`config.mk`:
```
export PLATFORM = sky130hd
export DESIGN_NAME = parking_lot_controller
export DESIGN_NICKNAME = d
export VERILOG_FILES = /design/src/rtl/parking_lot_controller.sv
export SDC_FILE = /design/constraint.sdc
export NUM_CORES = 1
export LEC_CHECK = 0
export ABC_AREA = 1
export CAP_MARGIN = 20
export CORE_AREA = 8 8 76 78
export DETAILED_ROUTE_END_ITERATION = 10
export DIE_AREA = 0 0 84 86
export MAX_ROUTING_LAYER = met4
export PLACE_DENSITY_LB_ADDON = 0.15
export SYNTH_ARGS = -nofsm -noshare
export SYNTH_HDL_FRONTEND = slang
export SYNTH_SLANG_ARGS = --single-unit
```
`constraint.sdc`:
```
create_clock -name clk -period 4.72 [get_ports clk]
set_input_delay 0.944 -clock clk [delete_from_list [all_inputs] [get_ports clk]]
set_output_delay 0.944 -clock clk [all_outputs]
set_load 0.1 [all_outputs]
```
`src/rtl/parking_lot_controller.sv`:
```
// ---------------------------------------------------------------------------
// parking_lot_controller
//
// Occupancy core of the car park. Keeps one occupancy bit per spot, hands
// the lowest eligible free spot to an arriving car through a req/ack
// handshake, holds the entry barrier open for a fixed number of cycles and
// frees spots by explicit spot ID on exit. The top RESERVED spots are
// permit-only.
//
// Parameters
//   NUM_SPOTS    number of spots (>= 2)
//   RESERVED     permit-only spots at the top indices (< NUM_SPOTS)
//   GATE_CYCLES  cycles the barrier stays open after an accept (>= 1)
//
// Ports
//   clk              clock, all state changes on the rising edge
//   reset_n          asynchronous active-low reset
//   enter_req        car waiting at entry, held until ack or reject
//   enter_permit     car holds a permit, sampled with enter_req
//   enter_ack        one-cycle pulse, spot granted
//   enter_spot       granted spot index, held until the next grant
//   enter_reject     one-cycle pulse, no eligible spot free
//   gate_open        entry barrier drive
//   leave_req        single-cycle exit event
//   leave_spot       spot being vacated, qualified by leave_req
//   leave_ack        one-cycle pulse, spot freed
//   leave_err        one-cycle pulse, exit named a bad or already-free spot
//   occupancy        bit i set means spot i is taken
//   available_slots  registered count of free spots (reserved included)
//   parking_full     registered, all spots taken
//
// Every output comes straight from a flop; no input reaches an output
// without passing through a register.
// ---------------------------------------------------------------------------
module parking_lot_controller #(
    parameter int  NUM_SPOTS   = 8,
    parameter int  RESERVED    = 0,
    parameter int  GATE_CYCLES = 4,
    localparam int ID_W        = (NUM_SPOTS > 2) ? $clog2(NUM_SPOTS) : 1,
    localparam int CNT_W       = $clog2(NUM_SPOTS + 1)
) (
    input  logic                 clk,
    input  logic                 reset_n,
    input  logic                 enter_req,
    input  logic                 enter_permit,
    output logic                 enter_ack,
    output logic [ID_W-1:0]      enter_spot,
    output logic                 enter_reject,
    output logic                 gate_open,
    input  logic                 leave_req,
    input  logic [ID_W-1:0]      leave_spot,
    output logic                 leave_ack,
    output logic                 leave_err,
    output logic [NUM_SPOTS-1:0] occupancy,
    output logic [CNT_W-1:0]     available_slots,
    output logic                 parking_full
);

    localparam int GC_W       = (GATE_CYCLES > 1) ? $clog2(GATE_CYCLES) : 1;
    localparam int OPEN_SPOTS = NUM_SPOTS - RESERVED;

    typedef enum logic [1:0] {
        IDLE     = 2'd0,
        GATE     = 2'd1,
        WAIT_REL = 2'd2
    } state_t;

    // -----------------------------------------------------------------------
    // State
    // -----------------------------------------------------------------------
    state_t               r_state;
    logic [GC_W-1:0]      r_gate_cnt;
    logic [NUM_SPOTS-1:0] r_occ;
    logic                 r_enter_ack;
    logic [ID_W-1:0]      r_enter_spot;
    logic                 r_enter_reject;
    logic                 r_gate_open;
    logic                 r_leave_ack;
    logic                 r_leave_err;
    logic [CNT_W-1:0]     r_avail;
    logic                 r_full;

    // -----------------------------------------------------------------------
    // Combinational next values
    // -----------------------------------------------------------------------
    state_t               w_next_state;
    logic [GC_W-1:0]      w_gate_cnt_next;
    logic [NUM_SPOTS-1:0] w_elig_mask;
    logic [NUM_SPOTS-1:0] w_free_elig;
    logic [NUM_SPOTS-1:0] w_grant_onehot;
    logic [ID_W-1:0]      w_grant_idx;
    logic                 w_found;
    logic                 w_accept;
    logic                 w_reject;
    logic [NUM_SPOTS-1:0] w_leave_onehot;
    logic                 w_leave_ok;
    logic                 w_leave_bad;
    logic [NUM_SPOTS-1:0] w_occ_next;
    logic [CNT_W-1:0]     w_free_cnt;

    // -----------------------------------------------------------------------
    // Allocation: eligible set and lowest-index free eligible spot. Uses the
    // occupancy before any exit in the same cycle, so a spot freed this
    // cycle is never granted this cycle.
    // -----------------------------------------------------------------------
    always_comb begin
        // NOTE: every combinational output gets a default first, so no path
        // through the block leaves it unassigned and no latch is inferred.
        w_elig_mask    = '0;
        w_grant_onehot = '0;
        w_grant_idx    = '0;
        for (int i = 0; i < NUM_SPOTS; i++) begin
            if (enter_permit || (i < OPEN_SPOTS)) begin
                w_elig_mask[i] = 1'b1;
            end
        end
        w_free_elig = w_elig_mask & ~r_occ;
        w_found     = |w_free_elig;
        // Scan downwards so the last hit, the lowest index, wins.
        for (int i = NUM_SPOTS - 1; i >= 0; i--) begin
            if (w_free_elig[i]) begin
                w_grant_onehot    = '0;
                w_grant_onehot[i] = 1'b1;
                w_grant_idx       = ID_W'(i);
            end
        end
    end

    // -----------------------------------------------------------------------
    // Entry state machine, next-state logic. The gate counter is loaded with
    // GATE_CYCLES-1 on accept and the machine leaves GATE on the edge where
    // it has counted down to zero, giving exactly GATE_CYCLES open cycles.
    // -----------------------------------------------------------------------
    always_comb begin
        w_next_state    = r_state;
        w_gate_cnt_next = r_gate_cnt;
        w_accept        = 1'b0;
        w_reject        = 1'b0;
        case (r_state)
            IDLE: begin
                if (enter_req) begin
                    if (w_found) begin
                        w_accept        = 1'b1;
                        w_next_state    = GATE;
                        w_gate_cnt_next = GC_W'(GATE_CYCLES - 1);
                    end else begin
                        w_reject     = 1'b1;
                        w_next_state = WAIT_REL;
                    end
                end
            end
            GATE: begin
                if (r_gate_cnt == '0) begin
                    w_next_state = IDLE;
                end else begin
                    w_gate_cnt_next = r_gate_cnt - GC_W'(1);
                end
            end
            WAIT_REL: begin
                // A rejected car must drop its request before the next one
                // can be served.
                if (!enter_req) begin
                    w_next_state = IDLE;
                end
            end
            default: begin
                w_next_state = IDLE;
            end
        endcase
    end

    // -----------------------------------------------------------------------
    // Exit path. The one-hot decode stays empty for an index beyond the last
    // spot, which then falls into the error case.
    // -----------------------------------------------------------------------
    always_comb begin
        w_leave_onehot = '0;
        for (int i = 0; i < NUM_SPOTS; i++) begin
            if (leave_spot == ID_W'(i)) begin
                w_leave_onehot[i] = 1'b1;
            end
        end
        w_leave_ok  = leave_req && (|(r_occ & w_leave_onehot));
        w_leave_bad = leave_req && !w_leave_ok;
    end

    // -----------------------------------------------------------------------
    // Occupancy update and free-slot count of the new occupancy, so the
    // registered count moves on the same edge as the occupancy bits. A grant
    // always targets a free spot and an exit an occupied one, so the set and
    // clear masks never overlap.
    // -----------------------------------------------------------------------
    always_comb begin
        w_occ_next = r_occ;
        if (w_leave_ok) begin
            w_occ_next = w_occ_next & ~w_leave_onehot;
        end
        if (w_accept) begin
            w_occ_next = w_occ_next | w_grant_onehot;
        end
        w_free_cnt = '0;
        for (int i = 0; i < NUM_SPOTS; i++) begin
            if (!w_occ_next[i]) begin
                w_free_cnt = w_free_cnt + CNT_W'(1);
            end
        end
    end

    // -----------------------------------------------------------------------
    // Entry state machine, state register
    // -----------------------------------------------------------------------
    always_ff @(posedge clk or negedge reset_n) begin
        if (!reset_n) begin
            r_state    <= IDLE;
            r_gate_cnt <= '0;
        end else begin
            // NOTE: sequential state uses non-blocking assignments so every
            // flop samples the pre-edge values, whatever the statement order.
            r_state    <= w_next_state;
            r_gate_cnt <= w_gate_cnt_next;
        end
    end

    // -----------------------------------------------------------------------
    // Output and occupancy registers. The asynchronous reset drops the
    // barrier immediately, even in the middle of GATE.
    // -----------------------------------------------------------------------
    always_ff @(posedge clk or negedge reset_n) begin
        if (!reset_n) begin
            // NOTE: the occupancy vector is a handful of flops, not a RAM,
            // so it is cleared by reset together with everything else.
            r_occ          <= '0;
            r_enter_ack    <= 1'b0;
            r_enter_spot   <= '0;
            r_enter_reject <= 1'b0;
            r_gate_open    <= 1'b0;
            r_leave_ack    <= 1'b0;
            r_leave_err    <= 1'b0;
            r_avail        <= CNT_W'(NUM_SPOTS);
            r_full         <= 1'b0;
        end else begin
            r_occ          <= w_occ_next;
            r_enter_ack    <= w_accept;
            r_enter_reject <= w_reject;
            r_gate_open    <= (w_next_state == GATE);
            r_leave_ack    <= w_leave_ok;
            r_leave_err    <= w_leave_bad;
            r_avail        <= w_free_cnt;
            r_full         <= (w_free_cnt == '0);
            if (w_accept) begin
                r_enter_spot <= w_grant_idx;
            end
        end
    end

    assign enter_ack       = r_enter_ack;
    assign enter_spot      = r_enter_spot;
    assign enter_reject    = r_enter_reject;
    assign gate_open       = r_gate_open;
    assign leave_ack       = r_leave_ack;
    assign leave_err       = r_leave_err;
    assign occupancy       = r_occ;
    assign available_slots = r_avail;
    assign parking_full    = r_full;

endmodule

```
==> results of run 1 <==
-- routing by layer --
metal	vias to the layer above	global-route usage (%)	share of wire, %	wire, um
li1	971	-	-	-
met1	825	14.8	47	2090
met2	32	20.4	47	2090
met3	7	2.65	4.0	175
met4	0	5.02	1.6	73
met5	-	-	0	0
-- flip-flops by register name, indices dropped and copies added (netlist names) --
signal	flops
r_gate_cnt	2
occupancy	8
parking_full	1
leave_err	1
enter_reject	1
r_state	2
leave_ack	1
enter_spot	3
enter_ack	1
gate_open	1
available_slots	4
-- worst paths after layout --
path | to | slack, ps | cells past startpoint
worst max-delay path | parking_full | 280 | 33
worst min-delay path | r_gate_cnt[1] | 530 | 1
worst max register to register | parking_full | 830 | 32
worst min register to register | r_gate_cnt[1] | 530 | 1
max in group asynchronous | available_slots[3] | 3170 | 2
min in group asynchronous | r_gate_cnt[0] | 1000 | 1
-- cells in the final DEF (no fill, tap or decap), types with 2 or more instances in the layout --
master / count
a21oi_1: 4
buf_4: 37
clkbuf_2: 2
clkbuf_8: 3
clkdlybuf4s50_1: 24
dfrtp_1: 24
ha_1: 5
ha_4: 3
inv_1: 38
inv_2: 6
nand2_1: 80
nand2_2: 16
nand2_4: 3
nand3_1: 23
nand3_2: 6
nand4_1: 6
nor2_1: 16
nor2_2: 4
o21ai_0: 5
o21ai_1: 3
o21ai_2: 2
o21bai_1: 2
o22ai_1: 2
or2_1: 2
-- cell type report --
cell class | instances | area, sq um | area share (%)
Sequential cell | 25 | 627 | 24.2
Timing Repair Buffer | 65 | 564 | 21.8
Multi-Input combinational cell | 194 | 1110 | 43.0
Tap cell | 54 | 67.6 | 2.61
Clock buffer | 4 | 45.0 | 1.74
Inverter | 45 | 171 | 6.62
-- cells in the mapped netlist, drive strengths merged, types with 2 or more instances --
cell type	number	area share (%)
nand3	29	8.6
nand2	99	23
o21ai	11	3.7
inv	45	9.5
ha	9	6.3
nand4	7	2.8
or2	4	1.5
dfrtp	24	33
o21bai	3	1.5
nor2	20	4.4
a21oi	6	1.7
o22ai	2	0.69
-- logic make-up after synthesis --
group,count (synthesis)
flip-flops,25
AO/OA/AOI/OAI,25
adder cells (fa/ha/maj),9
AND/OR/NAND/NOR,160
buffers and inverters,45
-- per-stage QoR --
step,TNS [ps],std cells
floorplan,0,264
global placement,-1340,380
detailed placement,-1320,380
CTS,0,384
global route,-47.3,387
finish,0,387
-- timing repair --
| action | 4_1_cts | 5_1_grt |
|---|---|---|
| buffers inserted | 0 | 2 |
| endpoints found under the setup margin | 3 | 4 |
| cloned | 0 | 0 |
| hold buffers | 0 | 0 |
| hold endpoints to repair | 0 | 0 |
| pin swaps | 1 | 7 |
| resized for setup | 8 | 26 |
==> impl_metrics.toml, run 1 <==
[run_status]
status = "complete, no violations"

[yosys]
synth-seq-area-share_pct = 34.8
netlist_area_sq_um = 1800
synth-xor-area-share_pct = 0
synthSimpleGateAreaFrac_pct = 40.7
avgSynthCellArea_sq_um = 6.82
synthAdderAreaFrac_pct = 6.25
syn_inst = 264
ys_ff_latch = 25
synth_top_family_by_area = "simple AND/OR/NAND/NOR gates"
yosysUniqueCellTypes = 29
synth_edf_count = 0
synth.area.mux_share_pct = 0
synthesis.nets = 281
yosys_most_used_dff = "dfrtp_1"
synth_compound_area_share_pct = 8.76
synth-warning-count = 0
synthArstFlopShare_pct = 100

[placement]
dp_slack_ps = -502
gp_congestion = 0.840
post_dp_cell_area_sq_um = 2400
hpwl_um = 3450
portBuffers = 27

[finish]
syn_to_final_growth_pct = 43.7
fillers = 462
final_util_pct = 56.3
n_antenna_cell = 0
drive_above_1_share_pct = 27.9
final_cell_area_sq_um = 2590
nNetsFinal = 351

[timing]
fin_crit_sh_pct = 94.1
setup_slack_ps = 277
holdWs_ps = 534
drv_slew = 0
skew_ps = 7.81
slew-limit-headroom_pct = 34.7
period_needed_ps = 4440
fmax_mhz = 225
setup_violations = 0
worst_pin_slew_ps = 976
hold_viol = 0

[critical_path]
cp-startpoint = "leave_spot[2]"
worstReg2RegStart = "occupancy[2]"
critPathKind = "primary input to flip-flop"
crit_top_cell = "nand2_1"
startpoint_type = "primary input"
critPathArrivalTime_ps = 4650
crit_required_ps = 4920
critPathBufInv = 7
worst_setup_path_end_kind = "flip-flop"
cpPeakStageDelay_ps = 280
crit_fanout = 5
cp_top_family = "simple AND/OR/NAND/NOR gates"
slowest_stage = "ha_1"

[floorplan]
core_area_sq_um = 4600
die_area_sq_um = 7220
start_util_pct = 39.2
die_h_um = 86
ios = 29
num_rows = 25
fp.dieW_um = 84

[grt]
antenna_found_initial = 0
grt_max_degree = 26
grt_pass1_wl_um = 7490
grt_usage_pct = 12.5
first_global_vias = 1748
gr-total-overflow = 0

[clock_tree]
clk_pin_slew_ps = 90
cts_buffers = 3
clock_sinks = 25
clk_latency_ps = 270
cts_tree = "built"
clockBufferDepth = 2
htree_levels = 1
root_buffer = "clkbuf_8"

[routing]
viasPerCell = 4.74
drt_iter0_drc = 67
dr_total_vias = 1835
wire_per_inst_um = 11.4
drc = 0
first_pass_iters = 4
drt-total-wl_um = 4430
drtAntennaViolNets = 0

[hold_path]
hp-class = "flip-flop to flip-flop"
hp-start = "r_state[0]"

[flow_run]
max_cap_viol_count = 0
Power of run 1 is not shown: default switching activity piles up to over one toggle a cycle in this logic, so the estimate is an artifact.
==> inputs of run 2 (changes only) <==
--- a/config.mk
+++ b/config.mk
@@ -7,9 +7,9 @@
 export LEC_CHECK = 0
 export ABC_AREA = 1
 export CAP_MARGIN = 20
-export CORE_AREA = 8 8 76 78
+export CORE_AREA = 8 8 65 67
 export DETAILED_ROUTE_END_ITERATION = 10
-export DIE_AREA = 0 0 84 86
+export DIE_AREA = 0 0 73 75
 export MAX_ROUTING_LAYER = met4
 export PLACE_DENSITY_LB_ADDON = 0.15
 export SYNTH_ARGS = -nofsm -noshare
==> constraint.sdc (replaced) <==
create_clock -name clk -period 5.6 [get_ports clk]
set_input_delay 1.12 -clock clk [delete_from_list [all_inputs] [get_ports clk]]
set_output_delay 1.12 -clock clk [all_outputs]
set_load 0.1 [all_outputs]
==> impl_metrics.toml, run 2 (synthesized netlist as in run 1, its figures left out) <==
[critical_path]
worst_setup_path_end_kind = "flip-flop"
critPathArrivalTime_ps = 5270
crit_fanout = 5
startpoint_type = "primary input"
critPathBufInv = 5
crit_top_cell = "nand2_1"
critPathKind = "primary input to flip-flop"
crit_required_ps = 5860
worstReg2RegStart = "r_state[0]"
cpPeakStageDelay_ps = 460
cp_top_family = "simple AND/OR/NAND/NOR gates"
cp-startpoint = "enter_req"
slowest_stage = "clkdlybuf4s50_1"

[routing]
first_pass_iters = 4
drt_iter0_drc = 103
drc = 0
dr_total_vias = 1728
viasPerCell = 5.01
drt-total-wl_um = 3870
drtAntennaViolNets = 0
wire_per_inst_um = 11.2

[timing]
skew_ps = 7.92
finalSetupTns_ps = 0
drv_slew = 0
fmax_mhz = 199
worst_pin_slew_ps = 987
fin_crit_sh_pct = 89.6
rsz0062_at_grt = "no"
hold_viol = 0
slew-limit-headroom_pct = 34.0
setup_violations = 0
holdWs_ps = 543
period_needed_ps = 5020

[grt]
grt_max_degree = 26
first_global_vias = 1619
grt_pass1_wl_um = 6840
grt_usage_pct = 15.8
antenna_found_initial = 0
gr-total-overflow = 0

[clock_tree]
post_cts_buffers = 0
htree_levels = 1
clock_sinks = 25
clockBufferDepth = 2
root_buffer = "clkbuf_4"
clk_latency_ps = 320
cts-resized-gates = 0
cts_buffers = 3
clk_pin_slew_ps = 140
cts_hold_buf = 0
cts_tree = "built"

[finish]
fillers = 306
multi_input_area_sq_um = 1000
syn_to_final_growth_pct = 22.9
ff_latch_area_sq_um = 627
largest_reg_flops = 8
n_antenna_cell = 0
drive_above_1_share_pct = 11.4
final_cell_mix = "nand2_1, inv_1, nand3_1, dfrtp_1, clkdlybuf4s50_1"
nNetsFinal = 317
final_common_cell = "nand2_1"

[placement]
gp_congestion = 0.862
hpwl_um = 3150
portBuffers = 27

[hold_path]
hp-class = "flip-flop to flip-flop"
hp-start = "r_state[0]"

[floorplan]
ios = 29
die_h_um = 75
die_area_sq_um = 5480
start_util_pct = 55.7
num_rows = 21
fp.dieW_um = 73
core_area_sq_um = 3230

[run_status]
status = "complete, no violations"

[flow_run]
max_cap_viol_count = 0
run 2: changes by cell type in the layout (fill, tap and decap cells not counted), sizes merged:
cell          before  now
dlymetal6s2s       0    3
dlygate4sd2        1    0
buf               38    4
clkbuf             6    4
run 2: area by class of cell:
class	count	share of cell area, %
Multi-Input combinational cell	194	45.3
Sequential cell	25	28.3
Tap cell	46	2.60
Timing Repair Buffer	31	14.8
Clock buffer	4	1.19
Inverter	45	7.75
run 2: worst reg2reg max path: cells and delay by family, from the launching register on:
family	cells	cell delay (ps)
AOI/OAI and AO/OA	3	440
adders and majority gates	4	1230
buffers and inverters	5	360
DFF	1	430
and+or+nand+nor	19	1720
run 2: routing by layer:
layer / global-route usage (%) / vias to the layer above / part of all wire [%]
li1: - / 904 / -
met1: 18.2 / 781 / 47
met2: 28.4 / 39 / 48
met3: 1.33 / 4 / 3.8
met4: 5.33 / 0 / 1.3
met5: - / - / 0
run 2: path summary, 6_finish.rpt:
| path | cells past startpoint | endpoint | slack, ps |
|---|---|---|---|
| max in group asynchronous | 2 | available_slots[3] | 3920 |
| worst max register to register | 31 | parking_full | 1370 |
| worst max-delay path | 31 | parking_full | 580 |
| worst min register to register | 1 | r_gate_cnt[1] | 540 |
| worst min-delay path | 1 | r_gate_cnt[1] | 540 |
| min in group asynchronous | 1 | occupancy[1] | 1130 |
run 2: stage by stage:
step / instance area, sq um / worst slack (ps) / util [%] / instances
2_1_floorplan: 1800 / 958 / - / 264
3_3_place_gp: 2150 / 117 / 66.6 / 340
3_5_place_dp: 2150 / -0.869 / 66.6 / 340
4_1_cts: 2180 / 324 / 67.4 / 344
5_1_grt: 2210 / 132 / 68.4 / 345
6_report: 2210 / 584 / 68.4 / 345
Power of run 2 is left out for the same reason.
==> inputs of run 3 (changes only) <==
--- a/config.mk
+++ b/config.mk
@@ -6,10 +6,10 @@
 export NUM_CORES = 1
 export LEC_CHECK = 0
 export ABC_AREA = 1
-export CAP_MARGIN = 20
-export CORE_AREA = 8 8 65 67
+export CAP_MARGIN = 25
+export CORE_AREA = 8 8 70 72
 export DETAILED_ROUTE_END_ITERATION = 10
-export DIE_AREA = 0 0 73 75
+export DIE_AREA = 0 0 78 80
 export MAX_ROUTING_LAYER = met4
 export PLACE_DENSITY_LB_ADDON = 0.15
 export SYNTH_ARGS = -nofsm -noshare
==> impl_metrics.toml, run 3 (synthesized netlist as in run 1, its figures left out) <==
[timing]
fmax_mhz = 199
skew_ps = 1.65
drv_slew = 0
rsz0062_at_grt = "no"
worst_pin_slew_ps = 978
finalSetupTns_ps = 0
setup_violations = 0
slew-limit-headroom_pct = 34.6
hold_viol = 0
fin_crit_sh_pct = 89.5
setup_slack_ps = 586
period_needed_ps = 5010

[clock_tree]
cts_tree = "built"
cts-resized-gates = 0
post_cts_buffers = 0
clk_latency_ps = 260
cts_hold_buf = 0
root_buffer = "clkbuf_8"
clock_sinks = 25
htree_levels = 1
clk_pin_slew_ps = 80
cts_buffers = 3
clockBufferDepth = 2

[placement]
dp_slack_ps = 88.0
portBuffers = 27
post_dp_cell_area_sq_um = 2190
gp_congestion = 0.861
hpwl_um = 3230

[critical_path]
startpoint_type = "primary input"
crit_required_ps = 5790
worst_setup_path_end_kind = "flip-flop"
cp_top_family = "simple AND/OR/NAND/NOR gates"
cpPeakStageDelay_ps = 460
critPathArrivalTime_ps = 5210
crit_fanout = 4
crit_top_cell = "nand2_1"
critPathBufInv = 5
critPathKind = "primary input to flip-flop"
slowest_stage = "clkdlybuf4s50_1"

[grt]
first_global_vias = 1668
use_met1_pct = 16.7
antenna_found_initial = 0
grt_max_degree = 20
grt_pass1_wl_um = 7200
use_met3_pct = 2.48
grt_usage_pct = 13.9
grt_busiest_layer = "met2"
use_met2_pct = 23.6
gr-total-overflow = 0

[floorplan]
start_util_pct = 46.7
ios = 29
core_area_sq_um = 3860
die_area_sq_um = 6240
num_rows = 23
die_h_um = 80
fp.dieW_um = 78

[routing]
wire_per_inst_um = 10.9
dr_total_vias = 1680
first_pass_iters = 4
viasPerCell = 4.80
drt-total-wl_um = 3810
drc = 0
drt_iter0_drc = 54
drtAntennaViolNets = 0

[finish]
final_cell_area_sq_um = 2240
nNetsFinal = 318
final_common_cell = "nand2_1"
syn_to_final_growth_pct = 24.6
n_antenna_cell = 0
drive_above_1_share_pct = 11.7
largest_reg_flops = 8
final_cell_mix = "nand2_1, inv_1, nand3_1, dfrtp_1, clkdlybuf4s50_1"

[hold_path]
hp-class = "flip-flop to flip-flop"

[run_status]
status = "complete, no violations"

[flow_run]
max_cap_viol_count = 0
[run 3: cell types whose count changed in the layout (fill, tap and decap cells not counted)]
cell and delta:
buf_4 +1, clkbuf_4 -3, clkbuf_8 +3
[run 3: worst paths after layout]
| kind | to | slack (ps) | start | depth (start not counted) |
|---|---|---|---|---|
| worst max-delay path | parking_full | 590 | enter_req | 31 |
| worst min-delay path | r_gate_cnt[1] | 540 | r_state[0] | 1 |
| worst max register to register | parking_full | 1450 | r_state[0] | 31 |
| worst min register to register | r_gate_cnt[1] | 540 | r_state[0] | 1 |
| max in group asynchronous | available_slots[3] | 3920 | reset_n | 2 |
| min in group asynchronous | leave_err | 1160 | reset_n | 1 |
[run 3: through the flow]
stage / hold WS, ps / instances / utilization [%]
2_1_floorplan: 486 / 264 / -
3_3_place_gp: 521 / 345 / 56.1
3_5_place_dp: 517 / 346 / 56.8
4_1_cts: 539 / 350 / 58.0
5_1_grt: 564 / 350 / 58.2
6_report: 536 / 350 / 58.2
[run 3: area by class of cell]
| class | instances | area [sq um] |
|---|---|---|
| Timing Repair Buffer | 32 | 335 |
| Fill cell | 397 | 1610 |
| Inverter | 45 | 171 |
| Multi-Input combinational cell | 194 | 1000 |
| Clock buffer | 4 | 45.0 |
| Tap cell | 50 | 62.6 |
| Sequential cell | 25 | 627 |
[run 3: layer usage]
layer / up-vias / wire length (um)
li1: 907 / -
met1: 749 / 1850
met2: 20 / 1780
met3: 4 / 135
met4: 0 / 42
met5: - / 0
Power of run 3 is left out for the same reason.
